===== src/rtl/serial_parallel_if.sv =====
// rtl/serial_parallel_if.sv - CPU/serial-line bundle for the serial receiver
//
// Purpose : groups the serial input, the CPU controls and the CPU-visible
//           receive results of serial_parallel into one bundle.
// Signals : in           - serial line, idles high, asynchronous to clk
//           enable       - receiver enable
//           read         - one-cycle CPU acknowledge
//           toCPU        - last good character
//           charReceived - character waiting for the CPU
//           frameError   - most recent frame had a low stop bit
//           overrun      - a character arrived while one was still waiting
// Modports: master (line/CPU side) drives in/enable/read;
//           slave (receiver) drives the results.
interface serial_parallel_if #(
    parameter int DATA_BITS = 8
);
    logic                 in;
    logic                 enable;
    logic                 read;
    logic [DATA_BITS-1:0] toCPU;
    logic                 charReceived;
    logic                 frameError;
    logic                 overrun;

    modport master (
        output in, enable, read,
        input  toCPU, charReceived, frameError, overrun
    );

    modport slave (
        input  in, enable, read,
        output toCPU, charReceived, frameError, overrun
    );
endinterface


===== src/rtl/serial_parallel.sv =====
// rtl/serial_parallel.sv - asynchronous serial receiver with mid-bit sampling
//
// Purpose : synchronizes the serial line, detects a start bit, samples each
//           bit at its mid-point with a clk-based counter, assembles one
//           LSB-first character and reports it to the CPU with received,
//           framing-error and overrun flags.
// Ports   : clk   - system clock, rising edge
//           reset - asynchronous, active-low reset
//           bus   - serial_parallel_if.slave (in, enable, read, toCPU,
//                   charReceived, frameError, overrun)
module serial_parallel #(
    parameter int CLKS_PER_BIT = 16,
    parameter int DATA_BITS    = 8
) (
    input  logic               clk,
    input  logic               reset,
    serial_parallel_if.slave   bus
);

    localparam int CNT_W = $clog2(CLKS_PER_BIT);
    localparam int IDX_W = (DATA_BITS > 1) ? $clog2(DATA_BITS) : 1;

    localparam logic [CNT_W-1:0] HALF_LAST = CNT_W'(CLKS_PER_BIT / 2 - 1);
    localparam logic [CNT_W-1:0] FULL_LAST = CNT_W'(CLKS_PER_BIT - 1);
    localparam logic [IDX_W-1:0] IDX_LAST  = IDX_W'(DATA_BITS - 1);

    typedef enum logic [2:0] {
        IDLE,
        START,
        DATA,
        STOP,
        WAIT_IDLE
    } state_t;

    state_t               state;
    logic                 s_meta;
    logic                 s;
    logic                 armed;
    logic                 done;
    logic [CNT_W-1:0]     cnt;
    logic [IDX_W-1:0]     idx;
    logic [DATA_BITS-1:0] shreg;
    logic [DATA_BITS-1:0] to_cpu;
    logic                 char_rx;
    logic                 frame_err;
    logic                 ovr;

    // Two-flop synchronizer; resets to the idle (high) line level.
    always_ff @(posedge clk or negedge reset) begin
        if (!reset) begin
            s_meta <= 1'b1;
            s      <= 1'b1;
        end else begin
            s_meta <= bus.in;
            s      <= s_meta;
        end
    end

    always_ff @(posedge clk or negedge reset) begin
        if (!reset) begin
            state     <= IDLE;
            armed     <= 1'b0;
            done      <= 1'b0;
            cnt       <= '0;
            idx       <= '0;
            shreg     <= '0;
            to_cpu    <= '0;
            char_rx   <= 1'b0;
            frame_err <= 1'b0;
            ovr       <= 1'b0;
        end else begin
            done <= 1'b0;

            // A good stop bit is published one edge after it was sampled.
            // A read landing on that same edge loses: the new character
            // stays flagged and the acknowledge clears the overrun.
            if (done) begin
                to_cpu    <= shreg;
                char_rx   <= 1'b1;
                frame_err <= 1'b0;
                ovr       <= char_rx && !bus.read;
            end else if (bus.read) begin
                char_rx <= 1'b0;
                ovr     <= 1'b0;
            end

            // A start needs a high line seen while idle first, so a line that
            // is already low (break, re-enable mid-frame) cannot trigger one.
            armed <= (state == IDLE) && s;

            if (!bus.enable) begin
                state <= IDLE;
                cnt   <= '0;
                idx   <= '0;
            end else begin
                case (state)
                    IDLE: begin
                        if (armed && !s) begin
                            state <= START;
                            cnt   <= '0;
                        end
                    end
                    START: begin
                        if (cnt == HALF_LAST) begin
                            cnt   <= '0;
                            idx   <= '0;
                            state <= s ? IDLE : DATA;
                        end else begin
                            cnt <= cnt + 1'b1;
                        end
                    end
                    DATA: begin
                        if (cnt == FULL_LAST) begin
                            cnt   <= '0;
                            shreg <= {s, shreg[DATA_BITS-1:1]};
                            idx   <= idx + 1'b1;
                            if (idx == IDX_LAST) begin
                                state <= STOP;
                            end
                        end else begin
                            cnt <= cnt + 1'b1;
                        end
                    end
                    STOP: begin
                        if (cnt == FULL_LAST) begin
                            cnt <= '0;
                            if (s) begin
                                done  <= 1'b1;
                                state <= IDLE;
                            end else begin
                                frame_err <= 1'b1;
                                state     <= WAIT_IDLE;
                            end
                        end else begin
                            cnt <= cnt + 1'b1;
                        end
                    end
                    WAIT_IDLE: begin
                        if (s) begin
                            state <= IDLE;
                        end
                    end
                    default: state <= IDLE;
                endcase
            end
        end
    end

    assign bus.toCPU        = to_cpu;
    assign bus.charReceived = char_rx;
    assign bus.frameError   = frame_err;
    assign bus.overrun      = ovr;

endmodule


===== src/flat_wrapper.sv =====
// flat-port wrapper written by rule: the top's interface ports become plain ports
module serial_parallel_flat 
#(
    parameter int CLKS_PER_BIT = 16,
    parameter int DATA_BITS    = 8
)
  (clk, reset, bus_in, bus_enable, bus_read, bus_toCPU, bus_charReceived, bus_frameError, bus_overrun);
  serial_parallel_if #(.DATA_BITS(DATA_BITS)) bus_i ();
  input  logic clk;
  input  logic reset;
  input wire logic [$bits(bus_i.in)-1:0] bus_in;
  input wire logic [$bits(bus_i.enable)-1:0] bus_enable;
  input wire logic [$bits(bus_i.read)-1:0] bus_read;
  output wire logic [$bits(bus_i.toCPU)-1:0] bus_toCPU;
  output wire logic [$bits(bus_i.charReceived)-1:0] bus_charReceived;
  output wire logic [$bits(bus_i.frameError)-1:0] bus_frameError;
  output wire logic [$bits(bus_i.overrun)-1:0] bus_overrun;
  assign bus_i.in = bus_in;
  assign bus_i.enable = bus_enable;
  assign bus_i.read = bus_read;
  assign bus_toCPU = bus_i.toCPU;
  assign bus_charReceived = bus_i.charReceived;
  assign bus_frameError = bus_i.frameError;
  assign bus_overrun = bus_i.overrun;
  serial_parallel #(.CLKS_PER_BIT(CLKS_PER_BIT), .DATA_BITS(DATA_BITS)) u_core (.clk(clk), .reset(reset), .bus(bus_i));
endmodule

===== config.mk =====
export PLATFORM = sky130hd
export DESIGN_NAME = serial_parallel_flat
export DESIGN_NICKNAME = d
export VERILOG_FILES = /design/src/rtl/serial_parallel_if.sv /design/src/rtl/serial_parallel.sv /design/src/flat_wrapper.sv
export SDC_FILE = /design/constraint.sdc
export NUM_CORES = 1
export LEC_CHECK = 0
export CORE_MARGIN = 2
export CORE_UTILIZATION = 50
export CTS_CLUSTER_DIAMETER = 50
export DETAILED_ROUTE_END_ITERATION = 16
export GPL_ROUTABILITY_DRIVEN = 0
export PLACE_DENSITY = 0.77
export SETUP_SLACK_MARGIN = 0.3
export SYNTH_ARGS = -nofsm -noshare
export SYNTH_HDL_FRONTEND = slang
export SYNTH_SLANG_ARGS = --single-unit

===== constraint.sdc =====
create_clock -name clk -period 2.9 [get_ports clk]
set_clock_uncertainty 0.05 [all_clocks]
set_input_delay 0.29 -clock clk [delete_from_list [all_inputs] [get_ports clk]]
set_output_delay 0.29 -clock clk [all_outputs]
set_load 0.01 [all_outputs]

==> run metrics <==
# nets final 136; Final Max Slew Viols 0; # port buffers 15; die width 57.2 um; clock power share 36.5%; worst min path class in -> async; fill cell count 235; Final Hold Vio Count 0; drt drc 0; initial antenna violation count 0; Initial Util 51.8%; mapped cell area 1420 um^2; I/O Pins 16; Psw 178 uW; largest net degree at the start of global routing 34; Sequential Power Share 59.1%; Post-Layout Cell Count 160; CTS root buf clkbuf_4; CTS tree yes; FF+latch area 828 um^2; post-CTS setup buffers 0; RSZ-0062 raised after global routing false; H-tree depth 2; top cell type's share of synthesized area 54.8%; Vias per Instance 5.63; crit-path max FO 10; final WL 2290 um; global-route usage over all layers 16.7%; die height 57.2 um; number of clock sinks seen by CTS 33; worst skew pair latency 0.34 ns; Post-Syn Instances 109; crit end category register; DR WL/cell 14.3 um; Vias 901; CP startpoint kind register; commonest non-fill, non-tap cell in the layout dfrtp_1; vias in the first global route 900; Seq cells post-synth 33; run status complete, no violations; Cells after DPL 152; Power Dens Cells 480 nW/um^2; Critical Path RT 3.08 ns; VDD IR max 0.342 mV; Die ar. 3270 um^2; largest area contributor in the netlist dfrtp_1; Area Growth Syn to Fin 17.7%; DR pass1 iterations 4; actual slew at the worst max-slew pin 0.628 ns; Slew HR 57.8%; Max Clk Rate 490 MHz; Synth area leaders dfrtp_1, mux2_2, dfstp_2; Detail Placement HPWL 1600 um; Core Region 2730 um^2; Yosys cell types 35; combinational share of power 4.4%; layout cells sized above 1 21.7%; TritonCTS Buffers 5; maxcap violations 0; cts repair resizes 0; Hold Buf Count CTS 0; Tcrit/Tclk final 70.3%; crit path kind reg -> reg; post-synthesis sequential area ratio 58.5%; Diodes inserted 0; first-pass GRT wire length 4040 um; Synth Area per Inst 13.0 um^2; area of the multi-input gates 559 um^2; total of warnings raised by yosys 0; syn nets 117; deepest clock path buffer count 2; Sw Ratio 22.3%; internal power 621 uW; fin util 60.9%; final hold slack 0.283 ns; num rows 19; Leakage 0.807 nW; total gr overflow 0; Final ANT Viol Nets 0; Setup TNS 0 ns; initial DRC count 23; Worst EP arrival 2.22 ns; # setup viols final 0; min Tclk post-route 2.04 ns; Clock transition at path regs 0.10 ns; most frequent cells in the layout dfrtp_1, clkdlybuf4s50_1, mux2_2, nor2_1, clkbuf_4
synth_stat cells, drive strengths merged:
library cell	count
dfrtp	31
mux2	16
nor2	9
nand2b	4
nor4	4
a21o	3
a21oi	3
clkbuf	3
ha	3
inv	3
nand3	3
nor2b	3
a32o	2
dfstp	2
nand2	2
nor3b	2
o21ai	2
a211oi	1
a221o	1
a22o	1
buf	1
mux2i	1
nor3	1
nor4b	1
o221a	1
o221ai	1
o22ai	1
o2bb2ai	1
o41ai	1
xnor2	1
xor2	1
layout make-up:
cell class              instances  area share [%]
clock buffers                   7            3.91
repair buffers                 16            9.47
inverters                       3           0.676
clock inverters                 1           0.301
multi-input cells              69            33.6
well taps                      31            2.33
flip-flops and latches         33            49.7
final timing paths:
| path | from | endpoint | slack (ns) | cells after the start |
|---|---|---|---|---|
| min reg2reg | u_core.s_meta | u_core.s | 0.32 | 0 |
| min in group clk | bus_in | u_core.s_meta | 0.30 | 1 |
| max reg2reg | u_core.cnt[0] | u_core.shreg[0] | 0.86 | 4 |
| max in group asynchronous | reset | u_core.s | 2.18 | 2 |
| min | reset | u_core.shreg[1] | 0.28 | 2 |
| max | u_core.cnt[0] | u_core.shreg[0] | 0.86 | 4 |
cell families after synthesis:
logic type / count (synthesis) / synth area share, %
adder cells (fa/ha/maj): 3 / 2.65
buffers and inverters: 7 / 1.94
flip-flops: 33 / 58.5
AND/OR/NAND/NOR: 29 / 12.5
XOR/XNOR: 2 / 1.24
multiplexers: 17 / 13.4
AO/OA/AOI/OAI: 18 / 9.73
flip-flops by register name, summed over array words and instances, names as in the netlist, 3 cells and up:
name              count
u_core.bus.toCPU      8
u_core.cnt            4
u_core.idx            3
u_core.shreg          8
u_core.state          3
power groups by stage:
stage                     Combinational, mW  Sequential, mW  Clock [mW]
after floorplan                      0.0169           0.479           0
after global placement               0.0346           0.481           0
after detailed placement             0.0358           0.481           0
after CTS                            0.0359           0.472       0.304
after global routing                 0.0403           0.474       0.321
final                                0.0351           0.473       0.292
metal layers:
layer  global-route usage [%]  up-vias  wire, um
li1                         -      431         -
met3                     6.80        6       116
met2                     24.6       18      1080
met5                        0        -         0
met4                     8.97        0        55
met1                     21.1      446      1040
through the flow:
step	worst slack, ns	area [um^2]	power, mW
3_3_place_gp	0.736	1600	0.516
5_1_grt	0.723	1670	0.835
4_1_cts	0.848	1670	0.813
2_1_floorplan	1.12	1420	0.495
6_report	0.861	1670	0.800
3_5_place_dp	0.690	1600	0.517
worst max-delay path, stage by stage, from the launching register on:
cell     delay, ns
dfrtp_1       0.41
ha_1          0.23
nand2_1       0.19
nor4_4        0.63
mux2_2        0.41
Power figures use the tool's default switching activity.
